**config.mk**
```make
export PLATFORM = sky130hd
export DESIGN_NAME = des_key_schedule
export DESIGN_NICKNAME = d
export VERILOG_FILES = /design/src/rtl/des_pkg.sv /design/src/rtl/des_pc2.sv /design/src/rtl/des_key_schedule.sv
export SDC_FILE = /design/constraint.sdc
export NUM_CORES = 1
export LEC_CHECK = 0
export ABC_AREA = 1
export CAP_MARGIN = 20
export CORE_ASPECT_RATIO = 1.4
export CORE_MARGIN = 3
export CORE_UTILIZATION = 50
export CTS_CLUSTER_SIZE = 24
export DETAILED_ROUTE_END_ITERATION = 8
export HOLD_SLACK_MARGIN = 0.12
export PLACE_DENSITY = 0.84
export SKIP_LAST_GASP = 1
export SLEW_MARGIN = 20
export SYNTH_ARGS = -nofsm -noshare
export SYNTH_HDL_FRONTEND = slang
export SYNTH_SLANG_ARGS = --single-unit
```
**constraint.sdc**
```tcl
create_clock -name clk -period 4.3 [get_ports clk]
set_input_delay 0.43 -clock clk [delete_from_list [all_inputs] [get_ports clk]]
set_output_delay 0.43 -clock clk [all_outputs]
set_load 0.01 [all_outputs]
```
**src/rtl/des_pkg.sv**
```systemverilog
// Shared DES key-schedule definitions: permutation tables, PC-1, 28-bit rotations,
// widths, the schedule state enum and the standard per-round shift map.
package des_pkg;

  localparam int DES_KEY_W = 64;
  localparam int DES_CD_W  = 28;
  localparam int DES_SK_W  = 48;

  // Bit i set: round i+1 rotates by one place, otherwise by two.
  localparam logic [15:0] DES_SHIFT_MAP_DEFAULT = 16'h8103;

  typedef enum logic {IDLE, RUN} ks_state_e;

  localparam int PC1_TAB [0:55] = '{
    57, 49, 41, 33, 25, 17,  9,
     1, 58, 50, 42, 34, 26, 18,
    10,  2, 59, 51, 43, 35, 27,
    19, 11,  3, 60, 52, 44, 36,
    63, 55, 47, 39, 31, 23, 15,
     7, 62, 54, 46, 38, 30, 22,
    14,  6, 61, 53, 45, 37, 29,
    21, 13,  5, 28, 20, 12,  4
  };

  localparam int PC2_TAB [0:47] = '{
    14, 17, 11, 24,  1,  5,
     3, 28, 15,  6, 21, 10,
    23, 19, 12,  4, 26,  8,
    16,  7, 27, 20, 13,  2,
    41, 52, 31, 37, 47, 55,
    30, 40, 51, 45, 33, 48,
    44, 49, 39, 56, 34, 53,
    46, 42, 50, 36, 29, 32
  };

  // Tables use DES numbering (bit 1 = MSB), so bit n lives at index W-n.
  function automatic logic [2*DES_CD_W-1:0] pc1(input logic [DES_KEY_W-1:0] k);
    logic [2*DES_CD_W-1:0] r;
    r = '0;
    for (int i = 0; i < 2*DES_CD_W; i++) begin
      r[6'(2*DES_CD_W-1-i)] = k[6'(DES_KEY_W-PC1_TAB[i])];
    end
    return r;
  endfunction

  function automatic logic [DES_CD_W-1:0] rotl28(input logic [DES_CD_W-1:0] x,
                                                 input logic [1:0] n);
    case (n)
      2'd1:    return {x[26:0], x[27]};
      2'd2:    return {x[25:0], x[27:26]};
      default: return x;
    endcase
  endfunction

  function automatic logic [DES_CD_W-1:0] rotr28(input logic [DES_CD_W-1:0] x,
                                                 input logic [1:0] n);
    case (n)
      2'd1:    return {x[0], x[27:1]};
      2'd2:    return {x[1:0], x[27:2]};
      default: return x;
    endcase
  endfunction

endpackage

```
**src/rtl/des_pc2.sv**
```systemverilog
// DES PC-2: combinational 56->48 selection from the {C,D} halves.
// Zero latency, no handshake; shared with the round pipeline.
module des_pc2
  import des_pkg::*;
(
  input  logic [2*DES_CD_W-1:0] cd,
  output logic [DES_SK_W-1:0]   sk
);

  always_comb begin
    sk = '0;
    for (int i = 0; i < DES_SK_W; i++) begin
      sk[6'(DES_SK_W-1-i)] = cd[6'(2*DES_CD_W-PC2_TAB[i])];
    end
  end

endmodule

```
**src/rtl/des_key_schedule.sv**
```systemverilog
// Iterative DES subkey generator: one key in, 16 subkeys out in encrypt or decrypt order.
// First subkey the cycle after key accept; sk_ready=0 holds the current subkey indefinitely.
module des_key_schedule
  import des_pkg::*;
#(
  parameter logic [15:0] SHIFT_MAP = DES_SHIFT_MAP_DEFAULT
) (
  input  logic                 clk,
  input  logic                 rst,
  input  logic                 key_valid,
  output logic                 key_ready,
  input  logic [DES_KEY_W-1:0] key,
  input  logic                 decrypt,
  input  logic                 flush,
  output logic                 sk_valid,
  input  logic                 sk_ready,
  output logic [DES_SK_W-1:0]  sk,
  output logic [3:0]           sk_idx,
  output logic                 sk_last
);

  ks_state_e             state_q, state_d;
  logic [DES_CD_W-1:0]   c_q, c_d, d_q, d_d;
  logic [3:0]            idx_q, idx_d;
  logic                  dec_q, dec_d;

  logic [2*DES_CD_W-1:0] pc1_key;
  logic [DES_CD_W-1:0]   pc1_c, pc1_d;
  logic [1:0]            sh_load, sh_enc, sh_dec;

  function automatic logic [1:0] shift_of(input logic [3:0] map_bit);
    return SHIFT_MAP[map_bit] ? 2'd1 : 2'd2;
  endfunction

  assign pc1_key = pc1(key);
  assign pc1_c   = pc1_key[2*DES_CD_W-1:DES_CD_W];
  assign pc1_d   = pc1_key[DES_CD_W-1:0];

  // Next encrypt round is idx+2 (map bit idx+1); decrypt undoes round 16-idx (map bit 15-idx).
  assign sh_load = shift_of(4'd0);
  assign sh_enc  = shift_of(idx_q + 4'd1);
  assign sh_dec  = shift_of(4'd15 - idx_q);

  always_comb begin
    state_d = state_q;
    c_d     = c_q;
    d_d     = d_q;
    idx_d   = idx_q;
    dec_d   = dec_q;
    case (state_q)
      IDLE: begin
        if (key_valid) begin
          state_d = RUN;
          dec_d   = decrypt;
          idx_d   = 4'd0;
          // Unrotated PC-1 output is already K16 since the full schedule rotates by 28.
          c_d     = decrypt ? pc1_c : rotl28(pc1_c, sh_load);
          d_d     = decrypt ? pc1_d : rotl28(pc1_d, sh_load);
        end
      end
      RUN: begin
        if (flush || (sk_ready && idx_q == 4'd15)) begin
          state_d = IDLE;
          c_d     = '0;
          d_d     = '0;
          idx_d   = 4'd0;
        end else if (sk_ready) begin
          idx_d = idx_q + 4'd1;
          c_d   = dec_q ? rotr28(c_q, sh_dec) : rotl28(c_q, sh_enc);
          d_d   = dec_q ? rotr28(d_q, sh_dec) : rotl28(d_q, sh_enc);
        end
      end
      default: state_d = IDLE;
    endcase
  end

  always_ff @(posedge clk) begin
    if (rst) begin
      state_q <= IDLE;
      c_q     <= '0;
      d_q     <= '0;
      idx_q   <= 4'd0;
      dec_q   <= 1'b0;
    end else begin
      state_q <= state_d;
      c_q     <= c_d;
      d_q     <= d_d;
      idx_q   <= idx_d;
      dec_q   <= dec_d;
    end
  end

  assign key_ready = (state_q == IDLE);
  assign sk_valid  = (state_q == RUN);
  assign sk_idx    = idx_q;
  assign sk_last   = sk_valid && (idx_q == 4'd15);

  des_pc2 u_pc2 (
    .cd ({c_q, d_q}),
    .sk (sk)
  );

endmodule

```
==> results.toml <==
[outcome]
status = "finished clean"

[placement]
portBuffers = 54
hpwl_microns = 7990
gp_congestion = 0.8860
post_dp_cell_area_sq_um = 5081
place_inst = 897

[grt]
grt_pass1_wl_microns = 21470
track_usage_pct = 23.32
grt_pass1_vias = 4498
antenna_found_initial = 0
grt_max_degree = 72
overflow = 0

[worst_setup_path]
cp_cell_sequence = "ha_1 > inv_1 > nand2_2 > nand2_1 > nand2_1 > nand2_2 > nand2_4 > nand2_4 > o21ai_1 > nand2_1 > nand2_1 > a21oi_1"
worst_path_largest_cell_delay_ns = 0.54
path_delay_family = "simple AND/OR/NAND/NOR gates"
crit_fanout = 71
cp_data_required_time_ns = 4.49
cp.arrival_ns = 3.05
endpoint_kind = "register"
cp_slowest_cell = "nand2_4"
r2r_start = "sk_idx[1]$_SDFFE_PP0P_"
path_class = "register to register"
crit_buf_inv = 1
crit_start = "sk_idx[1]$_SDFFE_PP0P_"
critPathLaunchType = "register"
cp_common_cell = "nand2_1"

[sta]
period_share_pct = 66.36
slew_headroom_pct = 39.50
rsz0062_at_grt = "false"
fmax_mhz = 350.5
fin_crit_ns = 2.853
finalClockSkew_ns = 0.005534
worst_pin_slew_ns = 0.9042
slew_violations = 0
hold_violations = 0
setup_violations = 0
setup_tns_ns = 0

[min_path]
holdCritStartpoint = "c_q[7]$_SDFFE_PP0P_"
min_path_type = "register to register"

[layout]
fin_cells = 911
nNetsFinal = 851
regArea_sq_um = 1242
final_design_area_no_fill_sq_um = 5356
fillers = 890
syn_to_final_growth_pct = 8.876
antennaDiodeCount = 0
drive_gt1_share_pct = 7.702
multi_input_area_sq_um = 2860

[clock_tree]
clk_pin_slew_ns = 0.05
clock_sinks = 62
clkLatencyLatePin_ns = 0.33
post_cts_buffers = 0
cts-resized-gates = 0
root_buffer = "clkbuf_16"
cts_made_buffers = 9
hold_buffers = 0
clock_path_buffers = 2
cts_tree = "done"
htreeDepth = 3

[logic_synthesis]
synth-simple-area-share_pct = 36.62
ys_ff_latch = 62
synth.cell_area_sq_um = 4920
synth_compound_area_share_pct = 18.57
avgSynthCellArea_sq_um = 6.227
synth_cells = 790
muxShareOfSynthArea_pct = 0
ys.warnings.count = 0
synth_xor_area_share_pct = 0
ys_seq_area_share_pct = 25.23
synthAdderAreaFrac_pct = 1.272
synth_top_family_by_area = "simple AND/OR/NAND/NOR gates"
synth.distinct_cells = 33

[detailed_routing]
drtAntennaViolNets = 0
dr.pass1.iters = 7
wl_microns = 13040
dr.first_iter.drc_count = 529
drc_errors = 0
wl_per_cell_microns = 14.32
num_vias = 5161
drt-vias-per-instance = 5.665

[floorplan]
initial_core_util_pct = 51.72
die_y_microns = 123.4
die_x_microns = 89.84
core_area_sq_um = 9512
dieArea_sq_um = 11080
pin_count = 125
rows = 42

[flow_run]
drv_cap = 0

[power_and_ir_drop]
ir_drop_uv = 157.0
power.leakage_nw = 2.059
power.total_mw = 1.655
cellPowerDensity_nw_per_um2 = 309.0
path summary, 6_finish.rpt:
kind	cells past startpoint	slack, ns	endpoint
worst max register to register	12	1.45	d_q[1]$_SDFFE_PP0P_
worst max-delay path	12	1.45	d_q[1]$_SDFFE_PP0P_
worst min-delay path	2	0.48	c_q[7]$_SDFFE_PP0P_
worst min register to register	2	0.48	c_q[7]$_SDFFE_PP0P_
where the power goes:
group / switching [mW] / internal [mW] / total, mW
Combinational: 0.213 / 0.128 / 0.341
Sequential: 0.0365 / 0.600 / 0.637
Clock: 0.248 / 0.429 / 0.678
Total: 0.498 / 1.16 / 1.66
per-layer routing:
layer / routed length (microns) / up-vias / GRT usage (%)
li1: - / 2536 / -
met1: 5109 / 2361 / 27.21
met2: 6674 / 227 / 41.71
met3: 775 / 37 / 3.226
met4: 484 / 0 / 12.46
met5: 0 / - / 0
kinds of logic (layout without fill, tap and decap cells):
group,after synthesis,count (layout)
compound gates,156,156
flops,62,62
other cells,1,22
fa+ha+maj,5,5
simple gates,403,403
buf+inv,163,131
tightest hold or removal path: stages (launching register included):
cell and delay (ns):
dfxtp_1 0.31, nand2_1 0.06, a21oi_1 0.05
area by class of cell:
cell class	count	share of cell area, %
Sequential cell	62	23.20
Clock inverter	1	0.09344
Tap cell	132	3.083
Inverter	54	3.831
Timing Repair Buffer	63	11.35
Multi-Input combinational cell	586	53.40
Clock buffer	13	5.046
synthesized netlist by cell type (all sizes together):
cell type	count	area, sq um
nand2	250	970.9
nand3	142	770.7
buf	82	590.6
a21oi	70	354.1
dfxtp	62	1241
inv	53	201.5
o21ai	40	200.2
o211ai	33	247.7
clkbuf	27	101.4
a221oi	11	96.34
nor2	6	25.03
ha	5	62.56
nand4	2	12.51
nor3	2	15.01
a211oi	1	7.510
a22oi	1	7.510
clkinv	1	3.750
conb	1	3.750
nor3b	1	7.510
through the flow:
stage | util [%] | hold WS, ns | worst slack, ns
after global placement | 53.42 | 0.4701 | 1.335
after detailed placement | 53.42 | 0.4706 | 1.304
after floorplan | - | 0.4590 | 2.504
after CTS | 56.31 | 0.4787 | 1.479
final | 56.31 | 0.4782 | 1.447
after global routing | 56.31 | 0.5062 | 1.244
placed cells by master, fill, tap and decap left out, drive strengths merged, types with 5 or more instances in the layout:
master	count
o21ai	40
nor2	6
dfxtp	62
clkdlybuf4s50	54
clkbuf	13
inv	53
a221oi	11
nand3	142
conb	22
buf	9
ha	5
o211ai	33
a21oi	70
nand2	250
registers in the layout, indices dropped and copies added, names as in the netlist:
name and count:
d_q 28, sk_idx 4, c_q 28, dec_q 1, sk_valid 1
Note: power is estimated with default switching activity, not from simulation.
==> patch 1 (same flow settings) <==
Change the package constant `DES_KEY_W` from 64 to 96.
--- a/src/rtl/des_pkg.sv
+++ b/src/rtl/des_pkg.sv
@@ -2,7 +2,7 @@
 // widths, the schedule state enum and the standard per-round shift map.
 package des_pkg;
 
-  localparam int DES_KEY_W = 64;
+  localparam int DES_KEY_W = 96;
   localparam int DES_CD_W  = 28;
   localparam int DES_SK_W  = 48;
 
Interface: changed (resized key); port bits go from 125 to 157. No check against the original RTL was run, so the function may have changed too.
==> patch 1 against the unedited design <==
  * Final area grew 7.5%
  * Count of clock-buffer cells in the layout rose by 2
  * Sequential cell count stayed put
  * Area after synthesis grew 9.8%
  * Setup slack improved by 0.21 ns
  * Power is 2.3% higher
  * Largest cell class unchanged
  * Wire length rose by 9.4%
  * Cell count increased by 10%
  * Hold slack better by 0.036 ns
==> patch 1: results (changes against the unedited design) <==
Post-Layout Cell Count=1003 (was 911); share of post-route cells with drive strength above 1=10.29% (was 7.702%); RR Endpoint=c_q[20] (was d_q[1]); Hold/Removal Path Class=reg2reg (unchanged); top cells by area, synth=dfxtp_1 23%, nand3_1 21%, nand2_1 19% (was dfxtp_1 25%, nand2_1 19%, nand3_1 13%); Routed WL per cell=14.23 µm (was 14.32 µm); CP arrival=2.84 ns (was 3.05 ns); pin count of the biggest net entering global routing=60 (was 72); First-pass DRT Iterations=6 (was 7); Final Net Count=968 (was 851); worst slew pin tran=1.042 ns (was 0.9042 ns); Syn Inst Count=884 (was 790); # diodes=0 (unchanged); Slowest-stage cell, CP=dfxtp_1 (was nand2_4); Synth cell types=27 (was 33); number of vias per cell=5.702 (was 5.665); cell total after placement=988 (was 897); Worst R2R Setup Slack=1.66 ns (was 1.45 ns); DP Worst Slack=1.460 ns (was 1.304 ns); Hold EP=c_q[12] (was c_q[7]); Leak=2.271 nW (was 2.059 nW); # fillers=1021 (was 890); highest cell delay on the worst timing path=0.52 ns (was 0.54 ns); Max VDD drop=0.2045 mV (was 0.1570 mV); worst hold slack=0.5137 ns (was 0.4782 ns); vias in the first global route=5118 (was 4498); GPL Wtd Cong=0.8396 (was 0.8860); list of most frequent post-synthesis cells=277 x nand2_1, 231 x nand3_1, 62 x dfxtp_1 (was 243 x nand2_1, 130 x nand3_1, 69 x a21oi_1); first-pass GRT wire length=23910 µm (was 21470 µm); status=finished clean (unchanged); Crit Path Max Fanout=55 (was 71); Worst Skew=0.003751 ns (was 0.005534 ns); yosys warns=0 (unchanged); hpwl dp=8131 µm (was 7990 µm); DRT iter0 DRCs=798 (was 529)
==> patch 1: changes by cell type in the layout (fill, tap and decap cells not counted), moves of 12 or more <==
cell      before  now
nand2_1      243  276
a21oi_1       69   27
o211ai_1      33    0
clkinv_1       1   13
o21ai_1       17    0
nand3_1      130  231
a21oi_2        1   40
==> patch 1: logic make-up (layout without fill, tap and decap cells) <==
logic type,after synthesis,count (layout),synth area share (%)
AO/OA/AOI/OAI,103,103,13.34
adder cells (fa/ha/maj),5,5,1.158
buffers and inverters,188,148,19.55
flip-flops,62,62,22.97
other,1,22,0.06941
AND/OR/NAND/NOR,525,525,42.91
==> patch 1: critical path: cells and delay by family, from the launching register on <==
family                   cells  cell delay, ns
AO/OA/AOI/OAI                1            0.05
adder cells (fa/ha/maj)      1            0.27
buffers and inverters        1            0.07
flip-flops                   1            0.52
AND/OR/NAND/NOR              9            1.49
==> patch 1: worst max path at each step <==
stage                          from  endpoint  slack (ns)  cells after the start
after floorplan           sk_idx[0]   c_q[20]        2.47                     12
after global placement    key_valid   d_q[11]        1.48                     12
after detailed placement  key_valid   d_q[11]        1.46                     12
after CTS                 sk_idx[1]   c_q[20]        1.71                     12
after global routing      sk_idx[1]   c_q[27]        1.44                     12
final                     sk_idx[1]   c_q[20]        1.66                     12
==> patch 1: where the power goes <==
part	leakage, nW	internal [mW]	switching [mW]
Clock	0.142	0.450	0.258
Combinational	1.62	0.132	0.214
Sequential	0.505	0.599	0.0393
Total	2.27	1.18	0.511
==> patch 1: area by class of cell <==
class | instances | area share (%)
Clock buffer | 15 | 4.996
Inverter | 72 | 4.692
Multi-Input combinational cell | 655 | 55.54
Sequential cell | 62 | 21.57
Tap cell | 138 | 2.997
Timing Repair Buffer | 61 | 10.21
==> patch 1: layer usage <==
layer / share of wire [%] / track usage, % / up-vias
met5: 0 / 0 / -
met4: 1.8 / 10.46 / 0
met3: 8.0 / 4.386 / 21
met2: 48 / 39.27 / 277
met1: 42 / 30.89 / 2638
li1: - / - / 2783
==> patch 2 (config.mk and constraints unchanged) <==
Without the edit above. `c_q` no longer has a reset.
--- a/src/rtl/des_key_schedule.sv
+++ b/src/rtl/des_key_schedule.sv
@@ -77,17 +77,19 @@
   always_ff @(posedge clk) begin
     if (rst) begin
       state_q <= IDLE;
-      c_q     <= '0;
       d_q     <= '0;
       idx_q   <= 4'd0;
       dec_q   <= 1'b0;
     end else begin
       state_q <= state_d;
-      c_q     <= c_d;
       d_q     <= d_d;
       idx_q   <= idx_d;
       dec_q   <= dec_d;
     end
+  end
+
+  always_ff @(posedge clk) begin
+    c_q <= c_d;
   end
 
   assign key_ready = (state_q == IDLE);
Function: changed (a bounded check fails within 4 cycles, from zero or initial values and one cycle with rst high).
==> patch 2 against the unedited design <==
  * Die area rose by 1.1%
  * Setup slack improved by 0.17 ns
  * Sequential power rose by 11%
  * Non-clock buffer count rose by 3
  * Wire length fell by 2.4%
  * Sequential cell count did not move
  * Core utilization rose by 0.97 points
  * Area after synthesis rose by 1.2%
  * Hold slack improved by 0.060 ns
  * Final area rose by 2.3%
  * Power rose by 5.5%
==> patch 2: results (changes against the unedited design) <==
status=finished clean (unchanged); post-synthesis cell area=0.004980 mm² (was 0.004920 mm²); EDFF count, synth=28 (was 0); worst slew pin tran=0.9988 ns (was 0.9042 ns); first-pass GRT wire length=20960 µm (was 21470 µm); top cells by area, synth=edfxtp_1 17%, nand2_1 16%, dfxtp_1 14% (was dfxtp_1 25%, nand2_1 19%, nand3_1 13%); hpwl dp=7830 µm (was 7990 µm); Worst Skew=0.008700 ns (was 0.005534 ns); DP Area=0.005184 mm² (was 0.005081 mm²); Syn Inst Count=769 (was 790); met1 global-route usage=26.46% (was 27.21%); Psw=0.5201 mW (was 0.4976 mW); cell total after placement=885 (was 897); Max VDD drop=0.1978 mV (was 0.1570 mV); DRT iter0 DRCs=543 (was 529); GPL Wtd Cong=0.8530 (was 0.8860); GRT Overall Usage=22.84% (was 23.32%); list of most frequent post-synthesis cells=215 x nand2_1, 117 x a21oi_1, 117 x nand3_1 (was 243 x nand2_1, 130 x nand3_1, 69 x a21oi_1); R2R cell count=8 (was 12); share of post-route cells with drive strength above 1=5.325% (was 7.702%); First-pass DRT Iterations=5 (was 7); Final Net Count=840 (was 851); Crit Path Max Fanout=39 (was 71); vias in the first global route=4548 (was 4498); GR Layer Usage met3=3.263% (was 3.226%); pin count of the biggest net entering global routing=68 (was 72); post-synthesis sequential area ratio=30.55% (was 25.23%); adder-cell share of the synthesized area=1.256% (was 1.272%)
==> patch 2: cell count changes in the layout (fill, tap and decap cells not counted), sizes merged, moves of 2 or more <==
cell    unedited run  this run
a21oi             70       117
o211ai            33         1
dfxtp             62        34
edfxtp             0        28
nand2            250       222
nand3            142       118
inv               53        72
o21ai             40        47
buf                9        12
a221oi            11         9
a22oi              1         3
clkbuf            13        15
==> patch 2: through the flow <==
step / hold slack [ns] / setup WS, ns / utilization, %
5_1_grt: 0.5637 / 1.326 / 57.29
3_3_place_gp: 0.5104 / 1.624 / 54.20
3_5_place_dp: 0.5174 / 1.586 / 54.20
4_1_cts: 0.5256 / 1.595 / 57.05
2_1_floorplan: 0.4845 / 2.181 / -
6_report: 0.5378 / 1.614 / 57.29
==> patch 2: path summary, 6_finish.rpt <==
kind	to	slack (ns)	from
worst max-delay path	c_q[13]	1.61	sk_idx[1]
worst min-delay path	d_q[4]	0.54	d_q[4]
worst max register to register	c_q[13]	1.61	sk_idx[1]
worst min register to register	d_q[4]	0.54	d_q[4]
==> patch 2: worst max-delay path: stages (launching register included) <==
cell,delay (ns)
dfxtp_1,0.50
ha_1,0.30
nand2_4,0.09
nand3_2,0.09
buf_4,0.31
nand2_2,0.44
buf_4,0.37
o21ai_0,0.20
a21oi_1,0.09
==> patch 2: metal layers <==
layer	vias to the layer above	wire (µm)
li1	2470	-
met4	0	261
met3	22	932
met5	-	0
met2	199	6462
met1	2343	5079
==> patch 2: cell type report <==
| cell class | instances | area (µm²) |
|---|---|---|
| clock buffer | 15 | 267.8 |
| clock inverter | 1 | 5.005 |
| fill | 957 | 4085 |
| inverter | 72 | 270.3 |
| multi-input combinational | 554 | 2606 |
| sequential | 62 | 1521 |
| tap | 132 | 165.2 |
| timing repair buffer | 66 | 643.1 |
==> patch 2: power by group through the flow <==
stage	clock (mW)	combinational, mW	sequential [mW]
2_1_floorplan	0	0.293	0.705
3_3_place_gp	0	0.354	0.718
3_5_place_dp	0	0.359	0.719
4_1_cts	0.675	0.361	0.707
5_1_grt	0.705	0.411	0.714
6_report	0.671	0.367	0.709
==> patch 2: cells by family (layout without fill, tap and decap cells) <==
kind of cell | Yosys count | after routing
adders and majority gates | 5 | 5
DFF | 62 | 62
buffers and inverters | 174 | 154
and+or+nand+nor | 349 | 349
other | 1 | 22
AOI/OAI and AO/OA | 178 | 178
